[config.mk]
export PLATFORM = sky130hd
export DESIGN_NAME = sys_unit_flat
export DESIGN_NICKNAME = d
export VERILOG_FILES = /design/src/rtl/sys_pkg.sv /design/src/rtl/sys_if.sv /design/src/rtl/sys_down_counter.sv /design/src/rtl/sys_unit.sv /design/src/flat_wrapper.sv
export SDC_FILE = /design/constraint.sdc
export NUM_CORES = 1
export LEC_CHECK = 0
export CORE_MARGIN = 2
export CORE_UTILIZATION = 46
export CTS_BUF_LIST = sky130_fd_sc_hd__clkbuf_16
export DETAILED_ROUTE_END_ITERATION = 6
export PLACE_DENSITY = 0.77
export REMOVE_ABC_BUFFERS = 1
export SETUP_SLACK_MARGIN = 0.05
export SLEW_MARGIN = 0
export SYNTH_ARGS = -nofsm -noshare
export SYNTH_HDL_FRONTEND = slang
export SYNTH_SLANG_ARGS = --single-unit
[constraint.sdc]
create_clock -name clk -period 2.2 [get_ports clk]
set_input_delay 0.33 -clock clk [delete_from_list [all_inputs] [get_ports clk]]
set_output_delay 0.33 -clock clk [all_outputs]
set_load 0.01 [all_outputs]
[src/rtl/sys_pkg.sv]
// Shared definitions for the system-call responder: action codes, FSM states
// and a small decode helper.
// Optional feature macro: SYS_CYCLE_CNT_EN (adds PRINTCYC and moves HALT to 111).
package sys_pkg;

    localparam logic [2:0] SYS_PRINT    = 3'b000;
    localparam logic [2:0] SYS_PRINT2   = 3'b001;
    localparam logic [2:0] SYS_DELAY    = 3'b010;
    localparam logic [2:0] SYS_PRINTCYC = 3'b011;
`ifdef SYS_CYCLE_CNT_EN
    localparam logic [2:0] SYS_HALT     = 3'b111;
`else
    localparam logic [2:0] SYS_HALT     = 3'b011;
`endif

    typedef enum logic [2:0] {
        ST_IDLE,
        ST_SEND0,
        ST_SEND1,
        ST_DELAY,
        ST_HALT,
        ST_DONE
    } sys_state_t;

    // True for actions that push two words to the host.
    function automatic logic sends_two(input logic [2:0] funct3);
`ifdef SYS_CYCLE_CNT_EN
        return (funct3 == SYS_PRINT2) || (funct3 == SYS_PRINTCYC);
`else
        return (funct3 == SYS_PRINT2);
`endif
    endfunction

endpackage

[src/rtl/sys_if.sv]
// Request/completion bus between EX and the sys unit, plus the host
// valid/ready channel. The sys unit is the slave; EX and the host form the master side.
interface sys_if #(
    parameter int DW = 32
);

    logic          EX__sys_en;
    logic [2:0]    EX__sys_funct3;
    logic [DW-1:0] EX__sys_rs_data;
    logic [DW-1:0] EX__sys_rt_data;
    logic          sys__EX_done;
    logic          sys__host_valid;
    logic          host__sys_ready;
    logic [2:0]    sys__host_code;
    logic [DW-1:0] sys__host_data;

    modport slave (
        input  EX__sys_en,
        input  EX__sys_funct3,
        input  EX__sys_rs_data,
        input  EX__sys_rt_data,
        input  host__sys_ready,
        output sys__EX_done,
        output sys__host_valid,
        output sys__host_code,
        output sys__host_data
    );

    modport master (
        output EX__sys_en,
        output EX__sys_funct3,
        output EX__sys_rs_data,
        output EX__sys_rt_data,
        output host__sys_ready,
        input  sys__EX_done,
        input  sys__host_valid,
        input  sys__host_code,
        input  sys__host_data
    );

endinterface

[src/rtl/sys_down_counter.sv]
// Down-counter used by the DELAY action. Loaded with the requested cycle
// count, decremented while the FSM waits, and flags the last waiting cycle.
module sys_down_counter #(
    parameter int DW = 32
) (
    input  logic          clk,
    input  logic          rst_n,
    input  logic          load_i,
    input  logic [DW-1:0] load_val_i,
    input  logic          dec_i,
    output logic          is_one_o
);

    logic [DW-1:0] count_q;
    logic [DW-1:0] count_d;

    // Load has priority; decrement saturates at zero so it can never wrap.
    always_comb begin
        count_d = count_q;
        if (load_i) begin
            count_d = load_val_i;
        end else if (dec_i && (count_q != '0)) begin
            count_d = count_q - {{(DW-1){1'b0}}, 1'b1};
        end
    end

    // Counter register with synchronous active-low reset.
    always_ff @(posedge clk) begin
        if (!rst_n) begin
            count_q <= '0;
        end else begin
            count_q <= count_d;
        end
    end

    assign is_one_o = (count_q == {{(DW-1){1'b0}}, 1'b1});

endmodule

[src/rtl/sys_unit.sv]
// System-call responder: accepts a sys request from EX, performs print,
// delay or halt, and pulses done for one cycle to release the EX stall.
// Optional feature macro: SYS_CYCLE_CNT_EN (64-bit cycle counter, PRINTCYC).
module sys_unit
    import sys_pkg::*;
#(
    parameter int DW = 32
) (
    input  logic        clk,
    input  logic        rst_n,
    sys_if.slave        bus,
    output logic        sys_halted,
    output logic        sys_busy
`ifdef SYS_CYCLE_CNT_EN
    ,
    output logic [63:0] sys_cycle_count
`endif
);

    sys_state_t    state_q, state_d;
    logic [2:0]    funct3_q;
    logic [DW-1:0] arg1_q;
    logic          accept;
    logic          cntIsOne;
    logic [DW-1:0] capArg0, capArg1;
    logic          done_q, valid_q, halted_q, busy_q;
    logic [2:0]    code_q, code_d;
    logic [DW-1:0] data_q, data_d;

    assign accept = (state_q == ST_IDLE) && bus.EX__sys_en;

`ifdef SYS_CYCLE_CNT_EN
    logic [63:0] cycCnt_q;

    // Free-running cycle counter, cleared by reset.
    always_ff @(posedge clk) begin
        if (!rst_n) begin
            cycCnt_q <= '0;
        end else begin
            cycCnt_q <= cycCnt_q + 64'd1;
        end
    end

    assign sys_cycle_count = cycCnt_q;

    // PRINTCYC replaces the operands with the two halves of the cycle count.
    always_comb begin
        capArg0 = bus.EX__sys_rs_data;
        capArg1 = bus.EX__sys_rt_data;
        if (bus.EX__sys_funct3 == SYS_PRINTCYC) begin
            capArg0 = DW'(cycCnt_q[31:0]);
            capArg1 = DW'(cycCnt_q[63:32]);
        end
    end
`else
    assign capArg0 = bus.EX__sys_rs_data;
    assign capArg1 = bus.EX__sys_rt_data;
`endif

    sys_down_counter #(
        .DW(DW)
    ) u_down_counter (
        .clk       (clk),
        .rst_n     (rst_n),
        .load_i    (accept && (bus.EX__sys_funct3 == SYS_DELAY)),
        .load_val_i(bus.EX__sys_rs_data),
        .dec_i     (state_q == ST_DELAY),
        .is_one_o  (cntIsOne)
    );

    // Next-state decode for the action FSM.
    always_comb begin
        state_d = state_q;
        case (state_q)
            ST_IDLE: begin
                if (bus.EX__sys_en) begin
                    case (bus.EX__sys_funct3)
                        SYS_PRINT,
                        SYS_PRINT2:   state_d = ST_SEND0;
                        SYS_DELAY:    state_d = (bus.EX__sys_rs_data != '0) ? ST_DELAY : ST_DONE;
`ifdef SYS_CYCLE_CNT_EN
                        SYS_PRINTCYC: state_d = ST_SEND0;
`endif
                        SYS_HALT:     state_d = ST_HALT;
                        default:      state_d = ST_DONE;
                    endcase
                end
            end
            ST_SEND0: begin
                if (bus.host__sys_ready) begin
                    state_d = sends_two(funct3_q) ? ST_SEND1 : ST_DONE;
                end
            end
            ST_SEND1: begin
                if (bus.host__sys_ready) begin
                    state_d = ST_DONE;
                end
            end
            ST_DELAY: begin
                if (cntIsOne) begin
                    state_d = ST_DONE;
                end
            end
            ST_HALT: state_d = ST_HALT;
            ST_DONE: state_d = ST_IDLE;
            default: state_d = ST_IDLE;
        endcase
    end

    // Host code/data change only when a new word is about to be presented, so they stay stable while valid is high.
    always_comb begin
        code_d = code_q;
        data_d = data_q;
        if (accept && (state_d == ST_SEND0)) begin
            code_d = bus.EX__sys_funct3;
            data_d = capArg0;
        end else if ((state_q == ST_SEND0) && (state_d == ST_SEND1)) begin
            data_d = arg1_q;
        end
    end

    // State, captured request and registered Moore outputs.
    always_ff @(posedge clk) begin
        if (!rst_n) begin
            state_q  <= ST_IDLE;
            funct3_q <= '0;
            arg1_q   <= '0;
            done_q   <= 1'b0;
            valid_q  <= 1'b0;
            halted_q <= 1'b0;
            busy_q   <= 1'b0;
            code_q   <= '0;
            data_q   <= '0;
        end else begin
            state_q  <= state_d;
            if (accept) begin
                funct3_q <= bus.EX__sys_funct3;
                arg1_q   <= capArg1;
            end
            done_q   <= (state_d == ST_DONE);
            valid_q  <= (state_d == ST_SEND0) || (state_d == ST_SEND1);
            halted_q <= (state_d == ST_HALT);
            busy_q   <= (state_d != ST_IDLE);
            code_q   <= code_d;
            data_q   <= data_d;
        end
    end

    assign bus.sys__EX_done    = done_q;
    assign bus.sys__host_valid = valid_q;
    assign bus.sys__host_code  = code_q;
    assign bus.sys__host_data  = data_q;
    assign sys_halted          = halted_q;
    assign sys_busy            = busy_q;

endmodule

[src/flat_wrapper.sv]
// flat-port wrapper written by rule: the top's interface ports become plain ports
module sys_unit_flat import sys_pkg::*;
#(
    parameter int DW = 32
)
  (clk, rst_n, sys_halted, sys_busy, bus_EX__sys_en, bus_EX__sys_funct3, bus_EX__sys_rs_data, bus_EX__sys_rt_data, bus_host__sys_ready, bus_sys__EX_done, bus_sys__host_valid, bus_sys__host_code, bus_sys__host_data);
  sys_if #(.DW(DW)) bus_i ();
  input  logic clk;
  input  logic rst_n;
  output logic sys_halted;
  output logic sys_busy;
  input wire logic [$bits(bus_i.EX__sys_en)-1:0] bus_EX__sys_en;
  input wire logic [$bits(bus_i.EX__sys_funct3)-1:0] bus_EX__sys_funct3;
  input wire logic [$bits(bus_i.EX__sys_rs_data)-1:0] bus_EX__sys_rs_data;
  input wire logic [$bits(bus_i.EX__sys_rt_data)-1:0] bus_EX__sys_rt_data;
  input wire logic [$bits(bus_i.host__sys_ready)-1:0] bus_host__sys_ready;
  output wire logic [$bits(bus_i.sys__EX_done)-1:0] bus_sys__EX_done;
  output wire logic [$bits(bus_i.sys__host_valid)-1:0] bus_sys__host_valid;
  output wire logic [$bits(bus_i.sys__host_code)-1:0] bus_sys__host_code;
  output wire logic [$bits(bus_i.sys__host_data)-1:0] bus_sys__host_data;
  assign bus_i.EX__sys_en = bus_EX__sys_en;
  assign bus_i.EX__sys_funct3 = bus_EX__sys_funct3;
  assign bus_i.EX__sys_rs_data = bus_EX__sys_rs_data;
  assign bus_i.EX__sys_rt_data = bus_EX__sys_rt_data;
  assign bus_i.host__sys_ready = bus_host__sys_ready;
  assign bus_sys__EX_done = bus_i.sys__EX_done;
  assign bus_sys__host_valid = bus_i.sys__host_valid;
  assign bus_sys__host_code = bus_i.sys__host_code;
  assign bus_sys__host_data = bus_i.sys__host_data;
  sys_unit #(.DW(DW)) u_core (.clk(clk), .rst_n(rst_n), .bus(bus_i), .sys_halted(sys_halted), .sys_busy(sys_busy));
endmodule
==> summary.md <==
| Metric | Value |
|---|---|
| Critical path startpoint category | flop |
| Post-Place Cell Area | 6960 um2 |
| Share of the synthesized netlist area taken by xor and xnor gates | 0.349% |
| Area share of and/or/nand/nor cells after synthesis | 23.2% |
| Ys Warns | 0 |
| Delay of the slowest cell on the worst path | 390 ps |
| Number of placement rows | 38 |
| All-layer global routing usage | 27.0% |
| Wire length per cell after detailed routing | 17.5 um |
| Vias in the first global route | 5278 |
| Setup TNS | -0.0624 ps |
| Crit path to | u_core.u_down_counter.count_q[16] |
| Worst reg2reg endpoint | u_core.u_down_counter.count_q[16] |
| Effective utilization at floorplan | 46.8% |
| TritonCTS clock tree | done |
| Violated checks | setup timing |
| Top Usage Layer GRT | met2 |
| Largest delay contributor family on the critical path | simple AND/OR/NAND/NOR gates |
| Share of the synthesized area in the top cell type | 43.4% |
| Max Root-Sink Buffers | 2 |
| Diodes inserted | 0 |
| FILL cells | 873 |
| Total number of clock tree sinks | 109 |
| Number of hold-repair buffers added at the cts stage | 0 |
| Netlist cell types | 64 |
| Leak | 3.09 nW |
| Compound-Gate Fraction of Synth Area | 26.4% |
| Global routing met1 resource utilization | 34.5% |
| Final setup fails | 1 |
| Critical path startpoint | u_core.u_down_counter.count_q[4] |
| Wirelength, routed | 16500 um |
| Final cell area excluding filler cells | 7680 um2 |
| Number of vias in the routed layout | 5484 |
| Hold slack | 430 ps |
| Post-synthesis instance area | 5020 um2 |
| Synthesized instance count | 601 |
| First-pass GRT wire length | 25300 um |
| Max Clk Rate | 0.455 GHz |
| Stages on worst setup path | 8 |
| Kind of critical path | flop to flop |
| Fraction of registers with async set/reset | 0% |
| Crit-path most repeated cell | sky130_fd_sc_hd__buf_4 |
| Share of the core filled with cells in the final layout | 71.5% |
| Die X-Extent | 109 um |
| Number of DRC markers in iteration 0 | 409 |
| DR pass1 iterations | 6 |
| Period utilization | 100% |
| Pins Over Slew Limit | 0 |
| Cell breakdown of the critical path | nor4_1 > buf_4 > and4_1 > buf_4 > and4_4 > or3_4 > or3_1 > a311oi_2 |
| Power density normalized to cell area | 718 nW/um2 |
| Number of enable flip-flop cells after synthesis | 0 |
| Post-synthesis adder-cell area fraction | 0.747% |
| Leading register cell type out of synthesis | sky130_fd_sc_hd__dfxtp_1 |
| Number of antenna violations at the first check in global routing | 0 |
| Buf+Inv Stages, Crit Path | 2 |
| Worst-case clock skew | 6.26 ps |
| Number of DRC violations after detailed routing | 0 |
| Layout cell share with drive strength beyond 1 | 24.8% |
| Number of synthesized register bits | 109 |
| Detail Placement HPWL | 11100 um |
| Top Ports | 110 |
| Crit path max-delay cell type | sky130_fd_sc_hd__or3_4 |
| Minimum clock period after layout | 2200 ps |
| Max cap viols | 0 |
| Met3 Resource Use GR | 5.42% |
| Cts bufs inserted | 9 |
| Combinational family with the most area after synthesis | compound AO/OA/AOI/OAI gates |
| Std-Cell Core Area | 10700 um2 |
| M2 GR Usage | 45.2% |
| Die height | 109 um |
| Arrival time of data at the critical path endpoint | 2460 ps |
| RSZ-0062 raised after global routing | true |
| Net count, final | 873 |
| Overflow left after global routing | 0 |
| Die area | 11800 um2 |
| Kind of path behind the tightest hold check | input pin to flop |
| Register-to-register path setup slack | -0.06 ps |
| Crit Path Max Fanout | 8 |
| Clk pin slew, worst setup/hold paths | 70 ps |
| Buffers on Ports | 109 |
| Antenna violation net count after detailed routing | 0 |
| Synthesis-to-finish area growth | 52.8% |
| Area leader, netlist | sky130_fd_sc_hd__dfxtp_1 |
| CTS root buffer | sky130_fd_sc_hd__clkbuf_16 |
| Via count normalized by instance count | 5.82 |
| Maximum VDD drop | 0.404 mV |
| Avg Inst Size Synth | 8.36 um2 |
| Path depth of the worst reg2reg path | 8 |
| Sequential fraction of the synthesis area | 43.4% |
| Pin count of the biggest net entering global routing | 36 |
| Required time at the endpoint of the critical path | 2460 ps |
| Startpoint of the most critical register-to-register path | u_core.u_down_counter.count_q[4] |
| Normalized max-slew margin | 56.1% |
| Final Wtd Congestion | 0.906 |
| Number of H-tree levels | 3 |
| Run status | complete, but fails checks |
| Dominant cells by area after synthesis | sky130_fd_sc_hd__dfxtp_1 43%, sky130_fd_sc_hd__nand2_1 8.4%, sky130_fd_sc_hd__a21oi_1 6.7% |
| Clock latency of the later-clocked register in the worst-skew pair | 350 ps |
| Slew at the pin with the worst max-slew slack | 657 ps |
| Number of hold violations in the final report | 0 |
| Multiplexer share of the synthesized area | 1.62% |
| Least setup slack across all paths after layout | -0.0624 ps |
| Category of the worst setup path capture point | flop |
[worst reg2reg max path, stage by stage (launching register included)]
cell	delay, ps
sky130_fd_sc_hd__dfxtp_1	360
sky130_fd_sc_hd__nor4_1	70
sky130_fd_sc_hd__buf_4	150
sky130_fd_sc_hd__and4_1	230
sky130_fd_sc_hd__buf_4	150
sky130_fd_sc_hd__and4_4	190
sky130_fd_sc_hd__or3_4	400
sky130_fd_sc_hd__or3_1	340
sky130_fd_sc_hd__a311oi_2	230
[metal layers]
metal  vias to the layer above  part of all wire [%]
met1                      2615                    42
met4                         0                   2.4
met2                       209                    49
met5                         -                     0
li1                       2630                     -
met3                        30                   6.6
[power by group]
group          switching [mW]  leakage [nW]  internal [mW]
logic                   0.864          2.06          0.846
registers              0.0973         0.888           2.13
clock network           0.711         0.136          0.865
total                    1.67          3.09           3.84
[cell usage in the layout (no fill, tap or decap), types with 3 or more instances in the layout]
cell type / netlist / layout
sky130_fd_sc_hd__and4_4: 1 / 3
sky130_fd_sc_hd__buf_6: 3 / 5
sky130_fd_sc_hd__a21oi_2: 1 / 4
sky130_fd_sc_hd__o22ai_1: 17 / 17
sky130_fd_sc_hd__dfxtp_1: 109 / 107
sky130_fd_sc_hd__nand2b_1: 5 / 5
sky130_fd_sc_hd__o221a_2: 5 / 5
sky130_fd_sc_hd__a211oi_1: 10 / 7
sky130_fd_sc_hd__nand2_1: 112 / 111
sky130_fd_sc_hd__or4_4: 1 / 3
sky130_fd_sc_hd__ha_1: 3 / 3
sky130_fd_sc_hd__and3_1: 6 / 4
sky130_fd_sc_hd__buf_4: 0 / 115
sky130_fd_sc_hd__mux2i_1: 7 / 7
sky130_fd_sc_hd__clkdlybuf4s50_1: 0 / 82
sky130_fd_sc_hd__nor4_1: 15 / 5
sky130_fd_sc_hd__or3_1: 6 / 5
sky130_fd_sc_hd__inv_1: 3 / 3
sky130_fd_sc_hd__clkbuf_16: 0 / 11
sky130_fd_sc_hd__a22oi_1: 6 / 5
sky130_fd_sc_hd__dlygate4sd2_1: 0 / 3
sky130_fd_sc_hd__o21ai_0: 16 / 14
sky130_fd_sc_hd__o211ai_1: 12 / 12
sky130_fd_sc_hd__a31oi_1: 7 / 7
sky130_fd_sc_hd__a21oi_1: 67 / 64
sky130_fd_sc_hd__nand3_1: 9 / 8
sky130_fd_sc_hd__nor4_4: 3 / 5
sky130_fd_sc_hd__a211oi_2: 0 / 3
sky130_fd_sc_hd__a32oi_1: 23 / 23
sky130_fd_sc_hd__nor4_2: 0 / 8
sky130_fd_sc_hd__nor2_1: 36 / 33
sky130_fd_sc_hd__nand4_1: 4 / 4
sky130_fd_sc_hd__nor3_1: 16 / 16
sky130_fd_sc_hd__o21a_1: 8 / 8
sky130_fd_sc_hd__dlymetal6s2s_1: 0 / 24
[repair_timing]
item                       CTS  global route
gates resized for setup     27            59
setup buffers                5             3
pin swaps                   10            34
gates cloned                 0             3
setup endpoints to repair   49            64
[state kept, by name, indices dropped and copies added (netlist names)]
signal                         cells
u_core.funct3_q                    3
u_core.bus.sys__host_code          3
u_core.state_q                     3
u_core.arg1_q                     32
u_core.bus.sys__EX_done            1
u_core.sys_busy                    1
u_core.bus.sys__host_valid         1
u_core.u_down_counter.count_q     32
u_core.bus.sys__host_data         32
u_core.sys_halted                  1
[logic make-up after synthesis]
logic type                 Yosys count
DFF                                109
buffers and inverters               50
xor gates and xnor gates             2
AOI/OAI and AO/OA                  196
adders and majority gates            3
and+or+nand+nor                    233
muxes                                8
[final cells by class]
class	count	area (um2)	area share, %
tap	140	175	2.28
multi-input combinational	442	2870	37.4
clock buffer	9	225	2.93
sequential	109	2190	28.5
timing repair buffer	233	2150	28.0
clock inverter	6	55.1	0.717
inverter	4	15.0	0.196
[cell usage after synthesis (3+ instances only)]
cell type                  number
sky130_fd_sc_hd__buf_1          4
sky130_fd_sc_hd__nor2_1        36
sky130_fd_sc_hd__nand4_1        4
sky130_fd_sc_hd__nand2b_1       5
sky130_fd_sc_hd__o211ai_1      12
sky130_fd_sc_hd__a22oi_1        6
sky130_fd_sc_hd__a31oi_1        7
sky130_fd_sc_hd__o21ai_0       16
sky130_fd_sc_hd__buf_2          4
sky130_fd_sc_hd__a211oi_1      10
sky130_fd_sc_hd__ha_1           3
sky130_fd_sc_hd__clkbuf_1      35
sky130_fd_sc_hd__or3_1          6
sky130_fd_sc_hd__mux2i_1        7
sky130_fd_sc_hd__inv_1          3
sky130_fd_sc_hd__o22ai_1       17
sky130_fd_sc_hd__o221a_2        5
sky130_fd_sc_hd__nand3_1        9
sky130_fd_sc_hd__and3_1         6
sky130_fd_sc_hd__dfxtp_1      109
sky130_fd_sc_hd__buf_6          3
sky130_fd_sc_hd__a32oi_1       23
sky130_fd_sc_hd__nor3_1        16
sky130_fd_sc_hd__o21a_1         8
sky130_fd_sc_hd__nor4_4         3
sky130_fd_sc_hd__a21oi_1       67
sky130_fd_sc_hd__nand2_1      112
sky130_fd_sc_hd__and4_1         3
sky130_fd_sc_hd__o311ai_0       4
sky130_fd_sc_hd__nor4_1        15
sky130_fd_sc_hd__or4_1          4
[metrics by stage]
step	power, mW	instances	worst slack [ps]
floorplan	2.91	555	-2290
global placement	3.68	917	-435
detailed placement	3.72	917	-515
CTS	5.36	937	26.2
global route	5.74	943	-77.0
finish	5.52	943	-0.0624
[how the worst min path moves through the flow]
stage | start | to | slack [ps] | depth (start not counted)
after floorplan | u_core.funct3_q[2] | u_core.funct3_q[2] | 430 | 2
after global placement | u_core.funct3_q[2] | u_core.funct3_q[2] | 440 | 2
after detailed placement | u_core.arg1_q[3] | u_core.arg1_q[3] | 450 | 2
after CTS | u_core.arg1_q[3] | u_core.arg1_q[3] | 460 | 2
after global routing | bus_EX__sys_rs_data[10] | u_core.bus.sys__host_data[10] | 450 | 3
final | bus_EX__sys_rs_data[10] | u_core.bus.sys__host_data[10] | 430 | 3
No activity file was read; power rests on OpenSTA's default activity.
